<file path="src/rtl/aes_inv_cipher_ctrl.sv">
// AES-128 inverse cipher sequencer.
// Holds the 128-bit state and the round counter, and applies InvShiftRows and
// AddRoundKey itself. One external registered InvSubBytes matrix and one
// external combinational 32-bit InvMixColumns unit are shared across all rounds.
// Byte layout is column-major: s[r][c] = state[127-8*(4c+r) -: 8].
module aes_inv_cipher_ctrl #(
    parameter int NR = 10
) (
    input  logic                  clk,
    input  logic                  reset_n,
    input  logic                  start,
    input  logic [127:0]          msg_enc,
    input  logic [128*(NR+1)-1:0] key_schedule,
    output logic [127:0]          msg_dec,
    output logic                  done,
    output logic                  busy,
    output logic [127:0]          isb_in,
    input  logic [127:0]          isb_out,
    output logic [31:0]           imc_in,
    input  logic [31:0]           imc_out,
    output logic [3:0]            round
);

    localparam int KW = 128 * (NR + 1);

    typedef enum logic [3:0] {
        S_IDLE,
        S_LOAD,
        S_ISR,
        S_ISB_W,
        S_ISB_C,
        S_ARK,
        S_IMC0,
        S_IMC1,
        S_IMC2,
        S_IMC3,
        S_DONE
    } state_t;

    state_t       r_fsm;
    state_t       w_fsm_next;
    logic [127:0] r_state;
    logic [3:0]   r_round;
    logic [127:0] r_msg_dec;
    logic [127:0] w_round_key;
    logic [127:0] w_ark;

    // out[r][c] = in[r][(c - r) mod 4]
    function automatic logic [127:0] inv_shift_rows(input logic [127:0] s);
        logic [127:0] o;
        o = '0;
        for (int c = 0; c < 4; c++) begin
            for (int r = 0; r < 4; r++) begin
                o[127-8*(4*c+r) -: 8] = s[127-8*(4*((c-r+4)%4)+r) -: 8];
            end
        end
        return o;
    endfunction

    // State register of the sequencer.
    always_ff @(posedge clk or negedge reset_n) begin
        if (!reset_n) begin
            r_fsm <= S_IDLE;
        end else begin
            // NOTE: every clocked register uses <= so all flops update from
            // pre-edge values, matching the hardware regardless of statement order.
            r_fsm <= w_fsm_next;
        end
    end

    // Next-state decode plus the done/busy/imc_in outputs.
    always_comb begin
        // NOTE: every output of this block is defaulted first, so no path
        // through the case statement can leave one unassigned and infer a latch.
        w_fsm_next = r_fsm;
        done       = 1'b0;
        busy       = (r_fsm != S_IDLE) && (r_fsm != S_DONE);
        imc_in     = '0;
        case (r_fsm)
            S_IDLE:  if (start) w_fsm_next = S_LOAD;
            S_LOAD:  w_fsm_next = S_ISR;
            S_ISR:   w_fsm_next = S_ISB_W;
            S_ISB_W: w_fsm_next = S_ISB_C;
            S_ISB_C: w_fsm_next = S_ARK;
            S_ARK:   w_fsm_next = (r_round == 4'd0) ? S_DONE : S_IMC0;
            S_IMC0: begin
                imc_in     = r_state[127:96];
                w_fsm_next = S_IMC1;
            end
            S_IMC1: begin
                imc_in     = r_state[95:64];
                w_fsm_next = S_IMC2;
            end
            S_IMC2: begin
                imc_in     = r_state[63:32];
                w_fsm_next = S_IMC3;
            end
            S_IMC3: begin
                imc_in     = r_state[31:0];
                w_fsm_next = S_ISR;
            end
            S_DONE: begin
                done = 1'b1;
                // A held start keeps us here; only its release re-arms IDLE.
                if (!start) w_fsm_next = S_IDLE;
            end
            default: w_fsm_next = S_IDLE;
        endcase
    end

    // Round-key select: key k sits at the MSB end for k = 0.
    always_comb begin
        w_round_key = '0;
        for (int k = 0; k <= NR; k++) begin
            if (r_round == 4'(k)) w_round_key = key_schedule[KW-1-128*k -: 128];
        end
    end

    assign w_ark = r_state ^ w_round_key;

    // Datapath: state, round counter and the plaintext result register.
    always_ff @(posedge clk or negedge reset_n) begin
        if (!reset_n) begin
            r_state   <= '0;
            r_round   <= '0;
            r_msg_dec <= '0;
        end else begin
            case (r_fsm)
                S_LOAD: begin
                    r_state <= msg_enc ^ key_schedule[127:0];
                    r_round <= 4'(NR - 1);
                end
                S_ISR:   r_state <= inv_shift_rows(r_state);
                S_ISB_C: r_state <= isb_out;
                S_ARK: begin
                    r_state <= w_ark;
                    // Only the final AddRoundKey publishes a result.
                    if (r_round == 4'd0) r_msg_dec <= w_ark;
                end
                S_IMC0: r_state[127:96] <= imc_out;
                S_IMC1: r_state[95:64]  <= imc_out;
                S_IMC2: r_state[63:32]  <= imc_out;
                S_IMC3: begin
                    r_state[31:0] <= imc_out;
                    // Reached only after ARK with round >= 1, so no underflow.
                    r_round       <= r_round - 4'd1;
                end
                default: ;
            endcase
        end
    end

    assign msg_dec = r_msg_dec;
    assign isb_in  = r_state;
    assign round   = r_round;

endmodule

</file>
<file path="config.mk">
export PLATFORM = sky130hd
export DESIGN_NAME = aes_inv_cipher_ctrl
export DESIGN_NICKNAME = d
export VERILOG_FILES = /design/src/rtl/aes_inv_cipher_ctrl.sv
export SDC_FILE = /design/constraint.sdc
export NUM_CORES = 2
export LEC_CHECK = 0
export ABC_AREA = 1
export CAP_MARGIN = 30
export CORE_AREA = 4 4 766 768
export DETAILED_ROUTE_END_ITERATION = 10
export DIE_AREA = 0 0 770 772
export SLEW_MARGIN = 0
export SYNTH_ARGS = -nofsm -noshare
export SYNTH_HDL_FRONTEND = slang
export SYNTH_SLANG_ARGS = --single-unit
</file>
<file path="constraint.sdc">
create_clock -name clk -period 2.09 [get_ports clk]
set_input_delay 0.209 -clock clk [delete_from_list [all_inputs] [get_ports clk]]
set_output_delay 0.209 -clock clk [all_outputs]
set_load 0.01 [all_outputs]
</file>
# Word-level counts from Yosys, hierarchy flattened
# Index checks and enable logic that the tools add are counted.
[classes]
add_sub_neg = 1
n_eq_ne = 23
mux = 22
bitwise = 3
reduce_logical = 20
[op_table]
columns = ["cell", "n"]
rows = [
  ["128-bit two-way mux", 11],
  ["32-bit one-hot mux with 5 select lines", 4],
  ["128-bit bitwise XOR", 2],
  ["32-bit one-hot mux with 4 select lines", 1],
  ["4-bit one-hot mux with 10 select lines", 1],
  ["4-bit by 3-bit == test with 1-bit output (second input constant)", 8],
  ["4-bit == test (second input constant)", 6],
  ["4-bit nonzero test", 5],
  ["5-bit nonzero test", 4],
  ["4-bit by 2-bit == test with 1-bit output (second input constant)", 4],
  ["4-bit two-way mux", 3],
  ["2-bit AND reduction", 6],
  ["4-bit by 1-bit == test with 1-bit output (second input constant)", 2],
  ["4-bit zero test", 2],
  ["4-bit one-hot mux with 2 select lines", 1],
  ["2-bit inequality test (second input constant)", 2],
  ["4-bit inequality test (second input constant)", 1],
  ["4-bit by 1-bit subtractor with 4-bit output (second input constant)", 1],
  ["2-bit nonzero test", 1],
  ["2-bit OR reduction", 1],
  ["1-bit logical AND", 1],
  ["1-bit two-way mux", 1],
  ["1-bit inverter", 1],
]
[totals]
reg_bits = 264
inputBits = 1699
output_inout_bits = 294
word_cells = 80

# Depth between registers and ports, before layout
[depth]
ltp_word = 14
ltp_mapped = 23

# Least setup slack after synthesis
# Ideal clock, no wire load.
[synth_timing]
kind = "register -> register"
from = "register r_round[1] (netlist: round[1])"
to = "register r_state[12] (netlist: isb_in[12])"
setup_ns = 0.134
arrival_ns = 2.226
setup_slack_ns = -0.269
stages_incl_launch_ff = 22
path_buffers = 3
path_cell_list = "dfrtp_1 inv_1 ha_1 buf_2 inv_2 buf_2 buf_2 nand3_1 nand3_1 nand2_1 nand2_1 nand2_1 nand2_1 nand2_1 nand2_1 nand2_1 nand2_1 nand3_1 nand3_1 nand2_1 nand2_1 o21ai_0"
[synth_between]
elab_chain_len = 14
elab_cells_between_ends = 24
cone_classes = "10 x eq/ne; 12 x mux; 1 x bitwise; 1 x reduce/logical"
[synth_rtl]
columns = ["item", "line_no", "text"]
rows = [
  ["start: declaration", "43", "logic [3:0] r_round;"],
  ["start signal: assignment", "131", "r_round <= 4'(NR - 1);"],
  ["start signal: assignment", "146", "r_round <= r_round - 4'd1;"],
  ["4-bit zero test", "115", "if (r_round == 4'(k)) w_round_key = key_schedule[KW-1-128*k -: 128];"],
  ["128-bit two-way mux (10 in series)", "115", ""],
  ["128-bit two-way mux (*)", "115", ""],
  ["128-bit bitwise XOR (*)", "119", "assign w_ark = r_state ^ w_round_key;"],
  ["32-bit one-hot mux with 5 select lines (*)", "128", "case (r_fsm)"],
  ["end signal: assignment", "130", "r_state <= msg_enc ^ key_schedule[127:0];"],
  ["end signal: assignment", "133", "S_ISR: r_state <= inv_shift_rows(r_state);"],
  ["end signal: assignment", "134", "S_ISB_C: r_state <= isb_out;"],
  ["end: declaration", "42", "logic [127:0] r_state;"],
]
# Every way passes the cells marked *; elsewhere a longest branch is shown, timed or not.
# A chain may end at the register's enable or synchronous reset.

# Worst setup path after layout
[layout_timing]
from = "register r_round[0] (netlist: round[0])"
to = "register r_state[121] (netlist: isb_in[121])"
# The elaborated chain is that of the path after synthesis.

==> impl_metrics.tcl <==
set metrics [dict create \
    drc 0 \
    syn_nets 8669 \
    crit_path_start "round[0]$_DFFE_PN0P_" \
    crit_type "reg -> reg" \
    cts_tree "built" \
    synth_simple_gate_area_frac 0.531 \
    crit_path_end "isb_in[121]$_DFFE_PN0P_" \
    grt_pass1_wl_um 724000 \
    path_depth 22 \
    hpwlAfterDp_um 537000 \
    timing.final.ws_setup_ns -1.06 \
    critPathMaxFanout 20 \
    grt_pass1_vias 59468 \
    numCtsBuffers 41 \
    placed_area_um2 75800 \
    synth_area_per_cell_um2 5.08 \
    crit_chain "buf_6, ha_4, nand2_8, buf_12, buf_16, buf_4, o21ai_0, inv_1, nand2_1, nand2_2, nand2_1, nand2_1, nand2_1, buf_12, nand2_1, nand2_1, nand2_1, nand3_1, nand3_1, nand2_1, nand2_1, nand2_1" \
    ir_drop_v 0.000920 \
    grt_overflow_total 0 \
    design_area_um2 85600 \
    r2r_end "isb_in[121]$_DFFE_PN0P_" \
    synthAdderAreaFrac 0.00142 \
    place.port_buffers 1992 \
    final_core_util 0.148 \
    synth.distinct_cells 33 \
    critPathTopFamily "simple AND/OR/NAND/NOR gates" \
    drtAntennaViolNets 0 \
    timing.rr.start "round[0]$_DFFE_PN0P_" \
    pre_cts_slack_ns -2.06 \
    total_leakage_power_nw 37.1 \
    skew_ns 0.0615 \
    min_period_over_period 1.51 \
    grt_start_max_net_pins 58 \
    drv_slew 0 \
    whs_ns 0.200 \
    area_growth_pct 142 \
    rows 280 \
    status "finished with violations" \
    place_congestion 1.04 \
    drtIter0Drc 7128 \
    vias_per_cell 3.58 \
    syn_inst 6966 \
    synth-compound-area-share 0.106 \
    clock_sinks 264 \
    htreeDepth 2 \
    hold_viol_final 0 \
    clockBufferDepth 3 \
    ys_seq_area_frac 0.187 \
    rsz0062_at_grt "true" \
    worst-slew-pin-transition_ns 0.983 \
    critPathMostFrequentCell "nand2_1" \
    synth_xor_area_frac 0.0317 \
    drt_wl_total_um 616000 \
    path_buf_inv 6 \
    violations "setup timing" \
    hold_class "in -> reg" \
    first_pass_iters 7 \
    mappedNetlistArea_um2 35400 \
    boundaryPins 1993 \
    max_stage_delay_ns 0.43 \
    clk_pin_slew_ns 0.07 \
    finalSetupViolCount 347 \
    period_needed_ns 3.15 \
    r2r_cells 22 \
    clock_latency_ns 0.72 \
    fmax_mhz 317 \
    fp.dieW_um 770 \
    power.density_nw_per_um2 1500 \
    die-height_um 772 \
    slowest_stage "dfrtp_2" \
    antenna_found_initial 425 \
    yosys_warnings 0 \
    maxCapViolations 0 \
    vias 63309 \
    slew-limit-headroom 0.342 \
    root_buffer "clkbuf_16" \
    dieArea_um2 594000 \
    fin_nets 11424 \
    initial_utilization 0.0610 \
    r2r_slack_ns -1.06 \
    synth_top_family_by_area "simple AND/OR/NAND/NOR gates" \
    synthMuxAreaShare 0 \
    arrival_ns 3.74 \
    synth-seq-cells 264 \
    cp-start-kind "flop" \
    wl_per_cell_um 34.8 \
    core_um2 580000 \
    drive_above_1_share 0.263 \
    grt_use_total 0.194 \
    cp.required_ns 2.68 \
    end_kind "flop" \
]
[registers in the layout (all words and copies together) (netlist names)]
register  cells
r_fsm         4
isb_in      128
round         4
msg_dec     128
[cells in the mapped netlist (all sizes together)]
master	number	area, um2
nand2	3052	11500
nand3b	10	75.1
buf	208	1060
xnor2	90	788
nor3	5	62.6
or2	134	838
clkbuf	211	792
a211oi	90	676
inv	852	3200
nor2	776	2970
o211ai	5	37.5
o22ai	102	638
nand3	654	3280
nor4	1	6.26
a221oi	32	280
ha	4	50.1
o221ai	1	8.76
o21ai	330	1650
dfrtp	264	6610
nand4	13	81.3
xor2	38	333
clkinv	1	3.75
a21oi	93	465
[routing by layer]
layer,vias to the layer above,part of all wire,global-route usage
li1,27166,-,-
met1,29709,0.40,0.232
met2,4735,0.41,0.282
met3,1465,0.13,0.0986
met4,234,0.065,0.100
met5,-,0.0027,0.000239
[kinds of logic after synthesis]
logic type	after synthesis
AOI/OAI and AO/OA	653
DFF	264
and+or+nand+nor	4645
buffers and inverters	1272
xor gates and xnor gates	128
adders and majority gates	4
[final cells by class]
class                   instances  area [um2]
repair inverters                1        16.3
diodes                        185         463
multi-input cells            5430       29400
repair buffers               3130       34600
well taps                    7755        9700
inverters                     853        3350
fillers                     66446      495000
clock inverters                21         293
clock buffers                  55        1140
flip-flops and latches        264        6610
[cell usage in the layout, fill, tap and decap left out, drive strengths merged, types with 17 or more instances in the layout]
| master | instances |
|---|---|
| nand2 | 3052 |
| clkdlybuf4s50 | 1906 |
| buf | 1192 |
| inv | 844 |
| nor2 | 776 |
| nand3 | 654 |
| o21ai | 330 |
| dfrtp | 264 |
| diode | 185 |
| or2 | 134 |
| o22ai | 102 |
| a21oi | 93 |
| a211oi | 90 |
| xnor2 | 90 |
| clkbuf | 71 |
| xor2 | 38 |
| a221oi | 32 |
| clkinv | 17 |
[worst min-delay path by stage]
stage	startpoint	to	slack (ns)	cells past startpoint
finish	isb_out[106]	isb_in[106]$_DFFE_PN0P_	0.20	3
global route	isb_out[106]	isb_in[106]$_DFFE_PN0P_	0.14	3
CTS	isb_out[106]	isb_in[106]$_DFFE_PN0P_	0.08	3
detailed placement	reset_n	msg_dec[116]$_DFFE_PN0P_	0.19	1
global placement	reset_n	msg_dec[116]$_DFFE_PN0P_	0.20	1
floorplan	reset_n	isb_in[0]$_DFFE_PN0P_	-0.09	0
[what timing repair did]
item | 4_1_cts | 5_1_grt
cloned | 28 | 18
endpoints found under the setup margin | 384 | 375
gates resized for setup | 874 | 872
hold buffers | 3 | 0
pin swaps | 164 | 318
endpoints found under the hold margin | 224 | 0
buffers inserted | 76 | 56
[worst min-delay path, stage by stage]
cell	delay, ns
clkdlybuf4s50_1	0.48
a21oi_1	0.09
nand3b_1	0.09
[power by group]
| group | internal (mW) | leakage, nW | total, mW | switching [mW] |
|---|---|---|---|---|
| Sequential | 7.37 | 2.90 | 10.3 | 2.96 |
| Combinational | 41.5 | 33.5 | 110 | 68.7 |
| Clock | 4.39 | 0.693 | 7.98 | 3.59 |
| Total | 53.2 | 37.1 | 129 | 75.3 |
[per-stage QoR]
step	TNS, ns	cells	power, mW
after floorplan	-3.61	6966	36.3
after global placement	-322.39	17305	110
after detailed placement	-328.88	17308	111
after CTS	-292.48	17469	126
after global routing	-303.88	17601	136
final	-253.78	17694	129
(Power assumes the default switching activity.)
